$ cat src/rtl/pipeline_ctrl_pkg.sv
// Shared types for the pipeline stall/flush controller: FSM state and
// the bundle of register-control strobes it drives.
package pipeline_ctrl_pkg;

  typedef enum logic {
    PC_RUN   = 1'b0,
    PC_DRAIN = 1'b1
  } pipe_ctrl_state_t;

  typedef struct packed {
    logic load_pc;
    logic pc_redirect;
    logic redirect_capture;
    logic load_if_id;
    logic flush_if_id;
    logic load_id_ex;
    logic flush_id_ex;
    logic load_ex_mem;
    logic load_mem_wb;
  } pipe_ctrl_t;

  // Named actions; every decode rule maps onto one of these.
  localparam pipe_ctrl_t CTRL_NORMAL   = '{1'b1, 1'b0, 1'b0, 1'b1, 1'b0, 1'b1, 1'b0, 1'b1, 1'b1};
  localparam pipe_ctrl_t CTRL_FREEZE   = '{1'b0, 1'b0, 1'b0, 1'b0, 1'b0, 1'b0, 1'b0, 1'b0, 1'b0};
  localparam pipe_ctrl_t CTRL_REDIRECT = '{1'b1, 1'b1, 1'b0, 1'b1, 1'b1, 1'b1, 1'b1, 1'b1, 1'b1};
  localparam pipe_ctrl_t CTRL_CAPTURE  = '{1'b0, 1'b0, 1'b1, 1'b1, 1'b1, 1'b1, 1'b1, 1'b1, 1'b1};
  localparam pipe_ctrl_t CTRL_BUBBLE   = '{1'b0, 1'b0, 1'b0, 1'b0, 1'b0, 1'b1, 1'b1, 1'b1, 1'b1};

endpackage

$ cat src/rtl/pipeline_ctrl_sat_counter.sv
// Saturating up-counter used for the stall and flush performance counters.
module sat_counter #(
  parameter int W = 32
) (
  input  logic         clk,
  input  logic         rst,
  input  logic         inc,
  output logic [W-1:0] count
);

  logic [W-1:0] count_q, count_d;

  always_comb begin
    count_d = count_q;
    if (inc && (count_q != '1)) count_d = count_q + W'(1);
  end

  always_ff @(posedge clk or posedge rst) begin
    if (rst) count_q <= '0;
    else     count_q <= count_d;
  end

  assign count = count_q;

endmodule

$ cat src/rtl/pipeline_ctrl.sv
// Pipeline stall/flush controller: freezes, bubbles and redirects the PC and
// inter-stage registers, deferring a mispredict redirect past an in-flight fetch.
//
// state    | meaning
// PC_RUN   | normal operation, redirects happen in the mispredict cycle
// PC_DRAIN | target captured, waiting for the stale fetch to return
module pipeline_ctrl
  import pipeline_ctrl_pkg::*;
#(
  parameter int CNT_W = 32
) (
  input  logic             clk,
  input  logic             rst,
  input  logic             imem_read,
  input  logic             imem_resp,
  input  logic             dmem_req,
  input  logic             dmem_resp,
  input  logic             ex_mispredict,
  input  logic             ex_is_load,
  input  logic [4:0]       ex_rd,
  input  logic [4:0]       id_rs1,
  input  logic [4:0]       id_rs2,
  input  logic             id_uses_rs1,
  input  logic             id_uses_rs2,
  output logic             load_pc,
  output logic             pc_redirect,
  output logic             redirect_capture,
  output logic             load_if_id,
  output logic             flush_if_id,
  output logic             load_id_ex,
  output logic             flush_id_ex,
  output logic             load_ex_mem,
  output logic             load_mem_wb,
  output logic [CNT_W-1:0] stall_cycles,
  output logic [CNT_W-1:0] flush_count,
  output logic             state_o
);

  pipe_ctrl_state_t state_q, state_d;
  pipe_ctrl_t       ctrl;
  logic             stall_inc, flush_inc;
  logic             dstall, fstall, luse;

  assign dstall = dmem_req & ~dmem_resp;
  assign fstall = imem_read & ~imem_resp;
  assign luse   = ex_is_load & (ex_rd != 5'd0) &
                  ((id_uses_rs1 & (ex_rd == id_rs1)) | (id_uses_rs2 & (ex_rd == id_rs2)));

  always_comb begin
    state_d   = state_q;
    ctrl      = CTRL_NORMAL;
    stall_inc = 1'b0;
    flush_inc = 1'b0;
    unique case (state_q)
      PC_RUN: begin
        if (dstall) begin
          ctrl      = CTRL_FREEZE;
          stall_inc = 1'b1;
        end else if (ex_mispredict && fstall) begin
          ctrl      = CTRL_CAPTURE;
          flush_inc = 1'b1;
          state_d   = PC_DRAIN;
        end else if (ex_mispredict) begin
          ctrl      = CTRL_REDIRECT;
          flush_inc = 1'b1;
        end else if (fstall) begin
          ctrl      = CTRL_FREEZE;
          stall_inc = 1'b1;
        end else if (luse) begin
          ctrl      = CTRL_BUBBLE;
          stall_inc = 1'b1;
        end
      end
      PC_DRAIN: begin
        // EX and ID hold only bubbles here, so mispredict and luse are ignored
        if (dstall) begin
          ctrl      = CTRL_FREEZE;
          stall_inc = 1'b1;
        end else if (imem_resp) begin
          ctrl    = CTRL_REDIRECT;
          state_d = PC_RUN;
        end else begin
          ctrl      = CTRL_BUBBLE;
          stall_inc = 1'b1;
        end
      end
      default: state_d = PC_RUN;
    endcase
    if (rst) begin
      ctrl      = CTRL_FREEZE;
      stall_inc = 1'b0;
      flush_inc = 1'b0;
    end
  end

  always_ff @(posedge clk or posedge rst) begin
    if (rst) state_q <= PC_RUN;
    else     state_q <= state_d;
  end

  assign load_pc          = ctrl.load_pc;
  assign pc_redirect      = ctrl.pc_redirect;
  assign redirect_capture = ctrl.redirect_capture;
  assign load_if_id       = ctrl.load_if_id;
  assign flush_if_id      = ctrl.flush_if_id;
  assign load_id_ex       = ctrl.load_id_ex;
  assign flush_id_ex      = ctrl.flush_id_ex;
  assign load_ex_mem      = ctrl.load_ex_mem;
  assign load_mem_wb      = ctrl.load_mem_wb;
  assign state_o          = (state_q == PC_DRAIN);

  sat_counter #(.W(CNT_W)) u_stall_cnt (
    .clk   (clk),
    .rst   (rst),
    .inc   (stall_inc),
    .count (stall_cycles)
  );

  sat_counter #(.W(CNT_W)) u_flush_cnt (
    .clk   (clk),
    .rst   (rst),
    .inc   (flush_inc),
    .count (flush_count)
  );

endmodule

$ cat config.mk
export PLATFORM = sky130hd
export DESIGN_NAME = pipeline_ctrl
export DESIGN_NICKNAME = d
export VERILOG_FILES = /design/src/rtl/pipeline_ctrl_pkg.sv /design/src/rtl/pipeline_ctrl_sat_counter.sv /design/src/rtl/pipeline_ctrl.sv
export SDC_FILE = /design/constraint.sdc
export NUM_CORES = 1
export LEC_CHECK = 0
export ABC_AREA = 1
export BUFFER_PORTS_ARGS = -buffer_cell sky130_fd_sc_hd__buf_2
export CORE_AREA = 2 2 108 110
export CTS_CLUSTER_DIAMETER = 80
export DETAILED_ROUTE_END_ITERATION = 7
export DIE_AREA = 0 0 110 112
export PLACE_DENSITY = 0.65
export SYNTH_ARGS = -nofsm -noshare
export SYNTH_HDL_FRONTEND = slang
export SYNTH_SLANG_ARGS = --single-unit
$ cat constraint.sdc
create_clock -name clk -period 4.35 [get_ports clk]
set_input_delay 1.305 -clock clk [delete_from_list [all_inputs] [get_ports clk]]
set_output_delay 1.305 -clock clk [all_outputs]
set_load 0.05 [all_outputs]
==> metrics.txt, run 1 <==
outcome completed; Tmin final 3.793 ns; CTS Root Cell clkbuf_16; power share of the sequential group 36.9%; R2R cell count 10; Final Core Density 47.42%; Layout Skew 0.007183 ns; Final period util 87.21%; area leader, netlist dfrtp_1; combinational share of power 22.4%; Synth top area share 36.94%; CP most frequent cell nand2_1; starting density of the core 39.40%; CTS Hold Bufs 0; Peak VDD IR 375.5 uV; CP Data Required Time 3.04 ns; WL/cell 13.12 um; Rows 39; multi-input logic area 2421 um2; drc violations 0; Hold Slack 0.5231 ns; Leakage 2.809 nW; storage element area 1627 um2; Hold Crit Class register to register; min-delay src u_flush_cnt.count[27]$_DFFE_PP0P_; Hold Path Sink u_flush_cnt.count[27]$_DFFE_PP0P_; commonest non-fill, non-tap cell in the layout nand2_1; Worst-Margin Slew 0.7724 ns; vias per inst 5.056; CP peak stage delay 0.26 ns; Worst Slack Setup Final 0.5565 ns; RSZ-0062 raised after global routing false; hold depth 1; Ports 99; Sw Share 34.42%; sequential-to-total area share from yosys stat 36.94%; clk sinks 65; first-pass GRT wire length 19600 um; # nets final 755; DP HPWL 8586 um; gate count of the mapped netlist 634; Crit Reg-Reg Startpoint u_stall_cnt.count[1]$_DFFE_PP0P_; CTS Buf Count 9; CTS tree yes; Fmax achieved 263.6 MHz; # port buffers 98; CP endpoint kind primary output; final hold vios 0; Final Setup Violations 0; critical-path cell list buf_2 -> inv_1 -> nand4_1 -> o21ai_0 -> inv_1 -> nand2_1 -> nand2_1 -> nand2_1 -> nand2_2 -> nor2_1 -> buf_2; initial antenna violation count 0; Routed Wire Length 11480 um; r2r setup slk 1.76 ns; GR Overflow Total 0; Slew Viols, Final 0; Post-Syn Area 4403 um2; #FFs+latches synth 65; CP startpoint kind primary input; Final ANT Viol Nets 0; Synth area leaders dfrtp_1 (37%), nand2_1 (19%), nand4_1 (7.2%), xor2_1 (7.0%), nor2_1 (6.7%); die span in x 110 um; critical path type primary input to primary output; clock group share of total power 40.7%; Starting DRT DRC Count 321; Area Overhead vs Synth 20.35%; H-Tree Depth 3; RR Endpoint u_stall_cnt.count[16]$_DFFE_PP0P_; Tot GR Track Use 19.60%; PD cells 363.4 nW/um2; Avg Cell Area, Syn 6.945 um2; vias in the first global route 4127; routed vias 4424; Reg clk slew, reported paths 0.06 ns; antenna cells 0; max-cap violations 0; post_cts resized 0; largest fanout on the critical path 4; Switching Power 0.0006628 W; pre-CTS WS 0.5387 ns; fill cell count 1128; commonest cells after routing, fill and taps aside nand2_1 (221), buf_2 (98), nor2_1 (79); core area 11170 um2; GP Congestion 0.8941; Slew headroom 48.51%; Unique masters post-synth 30; internal cell power 0.001263 W; DIE AREA 12320 um2; synth warn 0; CTS Buffer Depth 2; largest net degree at the start of global routing 68; Total Power 0.001925 W; share of layout cells above drive strength 1 18.58%; Setup TNS Final 0 ns; clk_lat worst skew 0.33 ns; postcts setup bufs 0; syn nets 661; arrival time at the worst endpoint 2.49 ns; DIE HEIGHT 112 um; drt first pass iters 5; Crit-path slowest cell buf_2
per-layer routing:
layer | share of wire, % | wire [um] | track usage (%)
met5 | 0 | 0 | 0
met1 | 47 | 5424 | 27.69
met4 | 1.2 | 132 | 5.232
met2 | 46 | 5295 | 30.55
met3 | 5.4 | 625 | 3.747
metrics by stage:
step	instances	area [um2]
2_1_floorplan	634	4403
3_3_place_gp	860	4981
3_5_place_dp	860	4981
4_1_cts	875	5299
5_1_grt	875	5299
6_report	875	5299
cell usage after synthesis:
library cell  count
inv_1            58
inv_2             1
nor3_2            4
o211ai_1          1
nor3_1           24
nand2_1         221
nand3_1          25
ha_1              2
clkinv_1          1
nand3_2           2
and3_1            1
xor2_1           35
nor2_4            1
nor4_1            3
nand2_2           4
nand4_1          51
clkbuf_1          5
dfrtp_1          65
and2_1            1
o21ai_1           2
xnor2_1          17
a21oi_1           2
buf_4             2
nor2_2            5
buf_6             5
buf_2             8
o221ai_1          1
nand3b_1          6
o21ai_0           2
nor2_1           79
area by class of cell:
class,count,share of cell area (%)
multi-input cells,489,45.69
repair buffers,103,9.965
clock inverters,5,1.488
flip-flops and latches,65,30.70
clock buffers,10,4.510
inverters,60,4.274
well taps,143,3.377
cells by family after synthesis:
group	synth area share (%)
AOI/OAI and AO/OA	1.052
xor gates and xnor gates	10.34
adders and majority gates	0.5683
buffers and inverters	8.070
DFF	36.94
and+or+nand+nor	43.02
worst max-delay path by stage:
stage                     startpoint  slack, ns  cells after the start                 to
final                       ex_rd[2]       0.56                     11         load_if_id
after global routing        ex_rd[2]       0.39                     11         load_if_id
after CTS                   ex_rd[2]       0.54                     11         load_if_id
after detailed placement    ex_rd[2]       0.54                     11         load_if_id
after global placement      ex_rd[2]       0.62                     11         load_if_id
after floorplan                  rst       0.26                      2  state_o$_DFF_PP0_
flip-flops by register name, indices dropped and copies added (netlist names):
register           cells
u_flush_cnt.count     32
u_stall_cnt.count     32
state_o                1
worst max-delay path, delay by kind of cell:
kind                   cells  cell delay [ns]
AOI/OAI and AO/OA          1             0.19
and+or+nand+nor            6             0.46
buffers and inverters      4             0.53
power groups by stage:
stage	registers, W	logic [W]	clock network, W
floorplan	0.000855	0.000188	0
global placement	0.000717	0.000426	0
detailed placement	0.000718	0.000433	0
CTS	0.000708	0.000435	0.000795
global route	0.000716	0.000471	0.000821
finish	0.000711	0.000431	0.000784
Note: power is estimated with default switching activity, not from simulation.
==> run 2, diff against run 1 <==
Settings changed: CTS_BUF_LIST set to sky130_fd_sc_hd__clkbuf_4.
==> metrics.txt, run 2 (synthesis results as in run 1) <==
CP peak stage delay 0.26 ns (about the same); vias in the first global route 4109 (-0.44%); clk_lat worst skew 0.42 ns (+0.09 ns); CP Buf/Inv Count 4 (unchanged); core area 11170 um2 (unchanged); CP most frequent cell nand2_1; Leakage 2.733 nW (-2.7%); Hold Crit Class register to register; CP endpoint kind primary output; drt first pass iters 5 (unchanged); largest fanout on the critical path 4 (unchanged); CP Data Required Time 3.04 ns (about the same); Slew Viols, Final 0 (unchanged); clk sinks 65 (unchanged); final hold vios 0 (unchanged); largest net degree at the start of global routing 68 (unchanged); CTS Buf Count 9 (unchanged); Rows 39 (unchanged); antenna cells 0 (unchanged); Tmin final 3.793 ns (-0.000005000 ns); Crit-path slowest cell buf_2; post_cts resized 0 (unchanged); critical path type primary input to primary output; CP Depth 11 (unchanged); DIE HEIGHT 112 um (unchanged); # port buffers 98 (unchanged); Final period util 87.21% (about the same); RSZ-0062 raised after global routing false; Peak VDD IR 358.0 uV (-4.7%); commonest cells after routing, fill and taps aside nand2_1 (221), buf_2 (98), nor2_1 (79); R2R cell count 10 (unchanged); CTS Root Cell clkbuf_4; GP Congestion 0.8941 (unchanged); starting density of the core 39.40% (unchanged); Layout Skew 0.01707 ns (+0.009888 ns); CP startpoint kind primary input; CTS tree yes; Area Overhead vs Synth 16.54%; Routed Wire Length 11300 um (-1.5%); drc violations 0 (unchanged); Setup TNS Final 0 ns (unchanged); WL/cell 12.92 um (-1.5%); # nets final 755 (unchanged); Crit path max-delay family buffers and inverters; Tot GR Track Use 19.39% (-0.21 points); DIE AREA 12320 um2 (unchanged); Starting DRT DRC Count 358 (+12%); initial antenna violation count 0 (unchanged); Worst-Margin Slew 0.7821 ns (+0.009776 ns); vias per inst 5.048 (-0.16%); pre-CTS WS 0.5387 ns (unchanged); Slew headroom 47.86% (-0.65 points); Final ANT Viol Nets 0 (unchanged); routed vias 4417 (-0.16%); outcome completed; critical-path cell list buf_2 -> inv_1 -> nand4_1 -> o21ai_0 -> inv_1 -> nand2_1 -> nand2_1 -> nand2_1 -> nand2_2 -> nor2_1 -> buf_2; first-pass GRT wire length 19410 um (-0.95%); GR Overflow Total 0 (unchanged); CP startpoint ex_rd[2]; share of layout cells above drive strength 1 18.44% (-0.14 points); Worst Slack Setup Final 0.5565 ns (+0.000005000 ns); r2r setup slk 1.74 ns (-0.02 ns); Final Setup Violations 0 (unchanged); postcts setup bufs 0 (unchanged); Crit Reg-Reg Startpoint u_stall_cnt.count[0]$_DFFE_PP0P_; CTS Hold Bufs 0 (unchanged); end point of the critical path load_if_id; RR Endpoint u_stall_cnt.count[18]$_DFFE_PP0P_; max-cap violations 0 (unchanged); Fmax achieved 263.6 MHz (unchanged); H-Tree Depth 3 (unchanged); DP HPWL 8586 um (unchanged); die span in x 110 um (unchanged); commonest non-fill, non-tap cell in the layout nand2_1; CTS Buffer Depth 2 (unchanged); arrival time at the worst endpoint 2.49 ns (about the same); Reg clk slew, reported paths 0.11 ns (+0.05 ns); Ports 99 (unchanged); PD cells 310.8 nW/um2 (-14%)
-- run 2: cell types whose count changed in the layout (fill, tap and decap cells not counted), sizes merged --
cell    delta
clkinv     +1
clkbuf     -1
-- run 2: through the flow --
stage	util [%]	hold WS, ns	instance area, um2	std cells	power [W]
floorplan	-	0.7721	4403	634	0.001043
detailed placement	44.58	0.5176	4981	860	0.001151
global route	45.92	0.5523	5131	875	0.001688
global placement	44.58	0.5090	4981	860	0.001143
CTS	45.92	0.5361	5131	875	0.001613
finish	45.92	0.5314	5131	875	0.001595
-- run 2: worst min path at each step --
stage	to	cells past startpoint	start	slack, ns
global route	u_flush_cnt.count[27]$_DFFE_PP0P_	1	u_flush_cnt.count[27]$_DFFE_PP0P_	0.55
CTS	u_flush_cnt.count[27]$_DFFE_PP0P_	1	u_flush_cnt.count[27]$_DFFE_PP0P_	0.54
finish	u_flush_cnt.count[27]$_DFFE_PP0P_	1	u_flush_cnt.count[27]$_DFFE_PP0P_	0.53
global placement	u_flush_cnt.count[20]$_DFFE_PP0P_	1	u_flush_cnt.count[20]$_DFFE_PP0P_	0.51
floorplan	u_stall_cnt.count[3]$_DFFE_PP0P_	2	u_stall_cnt.count[3]$_DFFE_PP0P_	0.77
detailed placement	u_flush_cnt.count[27]$_DFFE_PP0P_	1	u_flush_cnt.count[27]$_DFFE_PP0P_	0.52
-- run 2: power by group --
group | switching [W] | leakage [nW] | internal (W)
sequential | 0.0000615 | 0.884 | 0.000646
combinational | 0.000330 | 1.77 | 0.000102
clock | 0.000227 | 0.0836 | 0.000228
-- run 2: per-layer routing --
metal	track usage [%]	share of wire [%]	vias up	routed length (um)
li1	-	-	2230	-
met4	5.738	1.3	0	146
met5	0	0	-	0
met2	29.49	45	122	5140
met3	3.747	5.1	12	572
met1	27.80	48	2053	5443
-- run 2: final cells by class --
| type | instances | area (um2) |
|---|---|---|
| Fill cell | 1146 | 6043 |
| Inverter | 60 | 226.5 |
| Tap cell | 143 | 178.9 |
| Clock buffer | 9 | 67.56 |
| Sequential cell | 65 | 1627 |
| Clock inverter | 6 | 82.58 |
| Timing Repair Buffer | 103 | 528.0 |
| Multi-Input combinational cell | 489 | 2421 |
